<file path="config.mk">
export PLATFORM = sky130hd
export DESIGN_NAME = mem_io_bridge
export DESIGN_NICKNAME = d
export VERILOG_FILES = /design/src/rtl/mem_io_bridge.sv
export SDC_FILE = /design/constraint.sdc
export NUM_CORES = 1
export LEC_CHECK = 0
export BUFFER_PORTS_ARGS = -buffer_cell sky130_fd_sc_hd__buf_2
export CELL_PAD_IN_SITES_DETAIL_PLACEMENT = 1
export CELL_PAD_IN_SITES_GLOBAL_PLACEMENT = 1
export CORE_MARGIN = 2
export CORE_UTILIZATION = 32
export DETAILED_ROUTE_END_ITERATION = 6
export PLACE_DENSITY = 0.92
export SYNTH_ARGS = -nofsm -noshare
export SYNTH_HDL_FRONTEND = slang
export SYNTH_SLANG_ARGS = --single-unit
</file>
<file path="constraint.sdc">
create_clock -name CLK -period 2.25 [get_ports CLK]
set_input_delay 0.3375 -clock CLK [delete_from_list [all_inputs] [get_ports CLK]]
set_output_delay 0.3375 -clock CLK [all_outputs]
set_load 0.1 [all_outputs]
</file>
<file path="src/rtl/mem_io_bridge.sv">
// CPU-side memory/IO bridge: decodes one CPU port onto a data RAM, two image RAMs,
// an LED register, a debounced push button and an image-write counter.
module mem_io_bridge #(
  parameter int DEBOUNCE_CYCLES = 16
) (
  input  logic        CLK,
  input  logic        RST,
  input  logic [31:0] address_i,
  input  logic [31:0] data_i,
  input  logic        wren_i,
  output logic [31:0] data_o,
  input  logic        button_i,
  output logic [7:0]  LEDs_o,
  output logic        bus_err_o,
  output logic [11:0] dram_addr_o,
  output logic [31:0] dram_data_o,
  output logic        dram_we_o,
  input  logic [31:0] dram_q_i,
  output logic [15:0] imgin_addr_o,
  output logic [7:0]  imgin_data_o,
  output logic        imgin_we_o,
  input  logic [7:0]  imgin_q_i,
  output logic [15:0] imgout_addr_o,
  output logic [7:0]  imgout_data_o,
  output logic        imgout_we_o,
  input  logic [7:0]  imgout_q_i
);

  localparam int CW = $clog2(DEBOUNCE_CYCLES + 1);

  typedef enum logic [2:0] {
    REG_UNMAPPED = 3'd0,
    REG_DRAM     = 3'd1,
    REG_LED      = 3'd2,
    REG_BTN      = 3'd3,
    REG_WCNT     = 3'd4,
    REG_IMGIN    = 3'd5,
    REG_IMGOUT   = 3'd6
  } region_t;

  region_t       w_region;
  region_t       r_region;
  logic [7:0]    r_leds;
  logic [31:0]   r_wcnt;
  logic          r_sync1;
  logic          r_sync2;
  logic          r_btn_level;
  logic          r_btn_flag;
  logic [CW-1:0] r_db_cnt;
  logic          r_bus_err;
  logic [31:0]   r_reg_rdata;
  logic          w_wr_ok;
  logic          w_btn_read;
  logic          w_db_diff;
  logic          w_db_done;
  logic          w_btn_rise;

  // Address decode
  always_comb begin
    w_region = REG_UNMAPPED;
    if (address_i[31:12] == 20'h00000) begin
      w_region = REG_DRAM;
    end else if (address_i == 32'h0000_2000) begin
      w_region = REG_LED;
    end else if (address_i == 32'h0000_2001) begin
      w_region = REG_BTN;
    end else if (address_i == 32'h0000_2002) begin
      w_region = REG_WCNT;
    end else if (address_i[31:16] == 16'h0001) begin
      w_region = REG_IMGIN;
    end else if (address_i[31:16] == 16'h0004) begin
      w_region = REG_IMGOUT;
    end else begin
      w_region = REG_UNMAPPED;
    end
  end

  assign w_wr_ok    = wren_i && !RST;
  assign w_btn_read = !wren_i && (w_region == REG_BTN);
  assign w_db_diff  = (r_sync2 != r_btn_level);
  assign w_db_done  = w_db_diff && (r_db_cnt == CW'(DEBOUNCE_CYCLES - 1));
  assign w_btn_rise = w_db_done && !r_btn_level;

  assign dram_addr_o   = address_i[11:0];
  assign dram_data_o   = data_i;
  assign dram_we_o     = w_wr_ok && (w_region == REG_DRAM);
  assign imgin_addr_o  = address_i[15:0];
  assign imgin_data_o  = data_i[7:0];
  assign imgin_we_o    = w_wr_ok && (w_region == REG_IMGIN);
  assign imgout_addr_o = address_i[15:0];
  assign imgout_data_o = data_i[7:0];
  assign imgout_we_o   = w_wr_ok && (w_region == REG_IMGOUT);
  assign LEDs_o        = r_leds;
  assign bus_err_o     = r_bus_err;

  // Region and register-read snapshot, taken before this cycle's register updates land
  always_ff @(posedge CLK) begin
    if (RST) begin
      r_region    <= REG_UNMAPPED;
      r_reg_rdata <= 32'h0000_0000;
    end else begin
      r_region <= w_region;
      case (w_region)
        REG_LED:  r_reg_rdata <= {24'h00_0000, r_leds};
        REG_BTN:  r_reg_rdata <= {30'h0000_0000, r_btn_level, r_btn_flag};
        REG_WCNT: r_reg_rdata <= r_wcnt;
        default:  r_reg_rdata <= 32'h0000_0000;
      endcase
    end
  end

  // LED register, write counter and sticky bus error
  always_ff @(posedge CLK) begin
    if (RST) begin
      r_leds    <= 8'h00;
      r_wcnt    <= 32'h0000_0000;
      r_bus_err <= 1'b0;
    end else begin
      if (wren_i && (w_region == REG_LED)) begin
        r_leds <= data_i[7:0];
      end
      if (wren_i && (w_region == REG_WCNT)) begin
        r_wcnt <= 32'h0000_0000;
      end else if (wren_i && (w_region == REG_IMGOUT)) begin
        r_wcnt <= r_wcnt + 32'h0000_0001;
      end
      if (w_region == REG_UNMAPPED) begin
        r_bus_err <= 1'b1;
      end
    end
  end

  // Button synchronizer, debouncer and rising-edge flag
  always_ff @(posedge CLK) begin
    if (RST) begin
      r_sync1     <= 1'b0;
      r_sync2     <= 1'b0;
      r_btn_level <= 1'b0;
      r_btn_flag  <= 1'b0;
      r_db_cnt    <= '0;
    end else begin
      r_sync1 <= button_i;
      r_sync2 <= r_sync1;
      if (w_db_done) begin
        r_btn_level <= r_sync2;
        r_db_cnt    <= '0;
      end else if (w_db_diff) begin
        r_db_cnt <= r_db_cnt + CW'(1);
      end else begin
        r_db_cnt <= '0;
      end
      if (w_btn_rise) begin
        r_btn_flag <= 1'b1;
      end else if (w_btn_read) begin
        r_btn_flag <= 1'b0;
      end
    end
  end

  // Read-data mux on the registered region
  always_comb begin
    data_o = 32'h0000_0000;
    case (r_region)
      REG_DRAM:   data_o = dram_q_i;
      REG_IMGIN:  data_o = {24'h00_0000, imgin_q_i};
      REG_IMGOUT: data_o = {24'h00_0000, imgout_q_i};
      REG_LED:    data_o = r_reg_rdata;
      REG_BTN:    data_o = r_reg_rdata;
      REG_WCNT:   data_o = r_reg_rdata;
      default:    data_o = 32'h0000_0000;
    endcase
  end

endmodule

</file>
==> impl_metrics.csv, run 1 <==
group,metric,value,unit
place,dp.cells,834,
sta,fmax,448,MHz
floorplan,initial_core_util,32.8,%
yosys,syn-num-nets,662,
place,port_buffers,203,
critical_path,worst-setup-path-type,"in2out",
route,viasPerCell,5.06,
place,place_area,6320,um^2
global_routing,grt_start_max_net_pins,34,
clock_network,htreeDepth,3,
clock_network,root_buffer,"clkbuf_16",
yosys,synth_cells,543,
clock_network,clkTransAtPathRegs,60,ps
sta,rsz0062_at_grt,"yes",
global_routing,grt_antenna_before_repair,0,
power,power,3.71,mW
route,first_iter_violations,183,
yosys,yosysWarnings,0,
route,via_count,4312,
min_path,hp-class,"in2reg",
yosys,synth_ff_type,"dfxtp_1",
global_routing,grt_pass1_vias,4670,
yosys,synth_cell_type_count,43,
sta,hold_viol_final,0,
route,routedWlPerCell,18.2,um
cells_and_area,diodes,0,
critical_path,endpoint_kind,"output port",
power,seqPwrFrac,40.7,%
place,gp_congestion,0.762,
yosys,ys_ff_latch,85,
power,leakage,2.80,nW
clock_network,clk_latency,340,ps
critical_path,max_stage_delay,260,ps
route,postRouteAntennaNets,0,
sta,maxSlewViolCount,0,
outcome,run_status,"finished, final reports clean",
yosys,netlist_top_cells_area,"dfxtp_1 36%, buf_4 14%, xnor2_1 5.9%",
critical_path,slowest_stage,"nor4_4",
cells_and_area,instances_no_fill,853,
floorplan,die_area,15900,um^2
critical_path,cpMostUsedCell,"buf_4",
place,preCtsSetupSlack,-76.2,ps
yosys,ys_seq_area_share,35.6,%
floorplan,core,14600,um^2
sta,tns,0,ps
clock_network,cts.sinks,85,
sta,slew_headroom,63.8,%
cells_and_area,area_delta_synth_final,40.1,%
floorplan,dieWidth,126,um
critical_path,worst_setup_path_start_kind,"input port",
route,drt-pass1-iter-count,4,
global_routing,grt_pass1_wl,24500,um
clock_network,max-clock-path-buffers,2,
sta,tightest_slew,544,ps
global_routing,grt.total_usage,19.1,%
critical_path,crit_arrival,1900,ps
sta,period_needed,2230,ps
yosys,syn_avg_cell_area,8.81,um^2
place,hpwlAfterDp,11800,um
floorplan,dieHeight,126,um
clock_network,numCtsBuffers,9,
cells_and_area,drive_above_1_share,45.9,%
power,p_sw,1.21,mW
critical_path,cp_cell_sequence,"buf_2 > nor4_4 > nand4_1 > buf_4 > buf_4 > nor2_2 > a21oi_2 > nor2_4 > buf_12",
sta,fin_ws,16.7,ps
critical_path,cp_max_fo,3,
power,ir_worst_vdd,0.000385,V
cells_and_area,final_nets,783,
power,internal-power,2.51,mW
sta,report.final.setup_viol,0,
power,power_density,554,nW/um^2
critical_path,crit_required,1910,ps
route,routed_wirelength,15500,um
yosys,yosys.area.top_type_share,35.6,%
critical_path,reg2reg_slack,310,ps
yosys,synth_edf_count,0,
yosys,synthesis.area,4780,um^2
global_routing,overflow,0,
sta,fin_worst_skew,6.47,ps
cells_and_area,fin_area,6710,um^2
run,drv_cap,0,
power,combPwrFrac,20.5,%
floorplan,rows,44,
yosys,ys_async_sr_fraction,0,%
yosys,netlist.top_cell.by_area,"dfxtp_1",
floorplan,ios,252,
route,drc,0,
power,p_sw_share,32.5,%
sta,post-route-period-util,99.3,%
clock_network,tritoncts,"built",
power,p_clk_share,38.8,%
cell families after synthesis:
| logic type | synth area share, % |
|---|---|
| compound gates | 9.68 |
| flops | 35.6 |
| buf+inv | 17.9 |
| xor+xnor | 6.22 |
| mux | 5.26 |
| simple gates | 24.6 |
| fa+ha+maj | 0.785 |
sequential cells by signal, summed over array words and instances (netlist names):
register     cells
r_reg_rdata     32
r_wcnt          32
LEDs_o           8
r_db_cnt         5
r_region         3
bus_err_o        1
r_btn_flag       1
r_btn_level      1
r_sync1          1
r_sync2          1
metal layers:
metal | wire, um | vias up | track usage (%)
li1 | - | 2057 | -
met1 | 6250 | 2107 | 21.4
met2 | 8180 | 119 | 35.4
met3 | 687 | 29 | 3.61
met4 | 382 | 0 | 7.43
met5 | 0 | - | 0
cell usage in the layout, fill, tap and decap left out, types with 9 or more instances in the layout:
master / netlist / layout
nand4_1: 11 / 11
a21oi_1: 23 / 13
clkbuf_16: 0 / 9
nor2_1: 74 / 72
nand2_1: 13 / 13
buf_2: 5 / 162
buf_12: 0 / 39
buf_4: 92 / 25
and3_1: 24 / 24
a22o_4: 0 / 20
dfxtp_1: 85 / 85
nor4_1: 16 / 12
nand3_1: 10 / 10
xnor2_1: 32 / 32
mux2i_1: 24 / 24
power groups by stage:
stage,registers [mW],logic [mW],clock network (mW)
3_3_place_gp,1.54,0.741,0
3_5_place_dp,1.54,0.753,0
5_1_grt,1.51,0.782,1.52
6_report,1.51,0.760,1.44
2_1_floorplan,1.55,0.826,0
4_1_cts,1.51,0.755,1.45
timing repair:
item / in CTS / in global routing
gates resized for setup: 3 / 13
pin swaps: 3 / 4
hold buffers: 0 / 0
endpoints found under the setup margin: 26 / 4
gates cloned: 0 / 0
buffers inserted: 3 / 0
synth_stat cells, types with 4 or more instances:
cell	number
dfxtp_1	85
mux2i_1	24
o21ai_0	4
a22o_1	24
a221oi_1	8
and3_1	24
nor2_1	74
nor3_1	9
buf_2	5
nor4_4	4
nor4_1	16
xnor2_1	32
and4_1	7
buf_4	92
nand2_1	13
clkbuf_1	19
nor4_2	6
nand3_1	10
buf_1	4
a21oi_1	23
nand2b_1	5
inv_1	6
nand4_1	11
nor2b_1	9
area by class of cell:
type,count,area [um^2]
tap,184,230
fill,1625,7880
inverter,6,22.5
clock inverter,4,48.8
sequential,85,1700
timing repair buffer,233,1860
multi-input combinational,329,2610
clock buffer,12,236
per-stage QoR:
stage          util, %  hold WS (ps)
4_1_cts           45.5           206
5_1_grt           46.0           209
3_3_place_gp      43.3           422
2_1_floorplan        -           414
3_5_place_dp      43.3           438
6_report          46.0           210
path summary, 6_finish.rpt:
path                 startpoint          to  cells after the start
setup / recovery  address_i[20]  imgin_we_o                      9
hold / removal         button_i     r_sync1                      2
setup reg to reg      r_wcnt[0]  r_wcnt[14]                      7
hold reg to reg         r_sync1     r_sync2                      1
worst max-delay path: cells and delay by family:
kind | cells | cell delay (ps)
simple gates | 4 | 800
buf+inv | 4 | 690
compound gates | 1 | 70
(Power assumes the default switching activity.)
==> inputs of run 2 (changes only) <==
--- a/config.mk
+++ b/config.mk
@@ -8,10 +8,10 @@
 export BUFFER_PORTS_ARGS = -buffer_cell sky130_fd_sc_hd__buf_2
 export CELL_PAD_IN_SITES_DETAIL_PLACEMENT = 1
 export CELL_PAD_IN_SITES_GLOBAL_PLACEMENT = 1
-export CORE_MARGIN = 2
 export CORE_UTILIZATION = 32
 export DETAILED_ROUTE_END_ITERATION = 6
 export PLACE_DENSITY = 0.92
+export SETUP_SLACK_MARGIN = 0.15
 export SYNTH_ARGS = -nofsm -noshare
 export SYNTH_HDL_FRONTEND = slang
 export SYNTH_SLANG_ARGS = --single-unit
==> run 2 against run 1 <==
Compared with the run above: worst hold slack got worse by 2.8 ps; via count increased by 4.6%; die area decreased by 3.1%; routed wire length increased by 11%; core utilization increased by 2.2 points; sequential power about the same; critical path depth decreased by 2; clock power increased by 9%; clock skew about the same; maximum frequency increased by 2.0%; setup slack improved by 43 ps; first-iteration DRC count increased by 0.55%; highest routed layer is now met5.
==> impl_metrics.csv, run 2 (synthesized netlist as in run 1, its figures left out) <==
group,metric,value,unit
outcome,run_status,"finished, final reports clean",
cells_and_area,instances_no_fill,864,
floorplan,dieHeight,124,um
cells_and_area,nFillCells,1631,
clock_network,clkTransAtPathRegs,60,ps
critical_path,crit_required,1910,ps
place,dp.cells,836,
critical_path,reg2reg_slack,280,ps
floorplan,ios,252,
critical_path,cp_max_fo,2,
floorplan,rows,44,
sta,fin_worst_skew,6.76,ps
power,power_density,551,nW/um^2
critical_path,cp_top_family,"simple AND/OR/NAND/NOR gates",
sta,rsz0062_at_grt,"yes",
critical_path,endpoint_kind,"output port",
route,drt-pass1-iter-count,4,
route,via_count,4510,
clock_network,ctsHoldBuffers,0,
critical_path,crit_arrival,1850,ps
cells_and_area,drive_above_1_share,50.0,%
cells_and_area,final_nets,794,
power,leakage,2.92,nW
floorplan,die_area,15400,um^2
clock_network,htreeDepth,3,
critical_path,crit_buf_inv,2,
sta,fmax,457,MHz
route,postRouteAntennaNets,0,
global_routing,grt_pass1_wl,25700,um
sta,maxSlewViolCount,0,
critical_path,slowest_stage,"nor4_4",
sta,period_needed,2190,ps
place,port_buffers,203,
global_routing,grt_start_max_net_pins,34,
floorplan,dieWidth,124,um
critical_path,worst_setup_path_start_kind,"input port",
route,first_iter_violations,184,
min_path,hp-class,"in2reg",
power,ir_worst_vdd,0.000363,V
sta,slew_headroom,65.0,%
sta,tns,0,ps
place,preCtsSetupSlack,-100,ps
route,routedWlPerCell,19.9,um
critical_path,rr_worst_depth,7,
clock_network,max-clock-path-buffers,2,
sta,fin_ws,59.5,ps
clock_network,cts.sinks,85,
critical_path,worst-setup-path-type,"in2out",
critical_path,max_stage_delay,300,ps
cells_and_area,final_util,48.1,%
global_routing,grt.total_usage,20.8,%
global_routing,grt_antenna_before_repair,1,
clock_network,root_buffer,"clkbuf_16",
global_routing,grt_pass1_vias,4819,
clock_network,clk_latency,340,ps
route,drc,0,
critical_path,cp_num_cells,7,
min_path,whs_path_depth,2,
cells_and_area,final_cell_mix,"162 x buf_2, 83 x dfxtp_1, 72 x nor2_1",
cells_and_area,diodes,0,
sta,tightest_slew,528,ps
clock_network,tritoncts,"built",
global_routing,overflow,0,
place,gp_congestion,0.788,
sta,post-route-period-util,97.4,%
cells_and_area,area_delta_synth_final,46.2,%
floorplan,initial_core_util,32.9,%
floorplan,core,14500,um^2
sta,report.final.setup_viol,0,
route,routed_wirelength,17200,um
critical_path,cp_cell_sequence,"buf_8 > nor4_4 > nand4_1 > a211oi_4 > nand4b_1 > nor2b_4 > buf_12",
place,hpwlAfterDp,11600,um
clock_network,numCtsBuffers,9,
route,viasPerCell,5.22,
run,drv_cap,0,
sta,hold_viol_final,0,
cells_and_area,final_common_cell,"buf_2",
sta,timing.hold.ws,207,ps
==> run 2: layout make-up <==
| class | count | area (um^2) | area share (%) |
|---|---|---|---|
| clock buffers | 9 | 225 | 3.22 |
| clock inverters | 7 | 90.1 | 1.29 |
| inverters | 6 | 22.5 | 0.322 |
| multi-input cells | 332 | 2760 | 39.4 |
| flip-flops and latches | 85 | 1710 | 24.4 |
| well taps | 184 | 230 | 3.29 |
| repair buffers | 241 | 1960 | 28.1 |
==> run 2: path summary, 6_finish.rpt <==
| path | endpoint | start |
|---|---|---|
| worst min-delay path | r_sync1 | button_i |
| worst min register to register | r_sync2 | r_sync1 |
| worst max-delay path | dram_we_o | address_i[10] |
| worst max register to register | r_wcnt[24] | r_wcnt[0] |
==> run 2: repair_timing <==
action	4_1_cts	5_1_grt
gates resized for setup	24	28
pin swaps	9	4
gates cloned	1	3
setup buffers	6	2
endpoints found under the setup margin	38	34
endpoints found under the hold margin	0	0
==> run 2: per-layer routing <==
layer  up-vias  wire [um]  track usage, %
met5         -         13               0
met4         2        569            9.64
met2       146       8880            37.4
met1      2231       7040            24.1
li1       2080          -               -
met3        51        667            3.09
==> run 2: power breakdown <==
group | switching [mW] | internal (mW)
Combinational | 0.632 | 0.143
Sequential | 0.00192 | 1.51
Clock | 0.608 | 0.965
Total | 1.24 | 2.62
==> run 2: through the flow <==
| stage | cell area (um^2) | power, mW |
|---|---|---|
| 2_1_floorplan | 5140 | 2.38 |
| 3_3_place_gp | 6340 | 2.29 |
| 3_5_place_dp | 6340 | 2.30 |
| 4_1_cts | 6820 | 3.88 |
| 5_1_grt | 7000 | 3.97 |
| 6_report | 7000 | 3.86 |
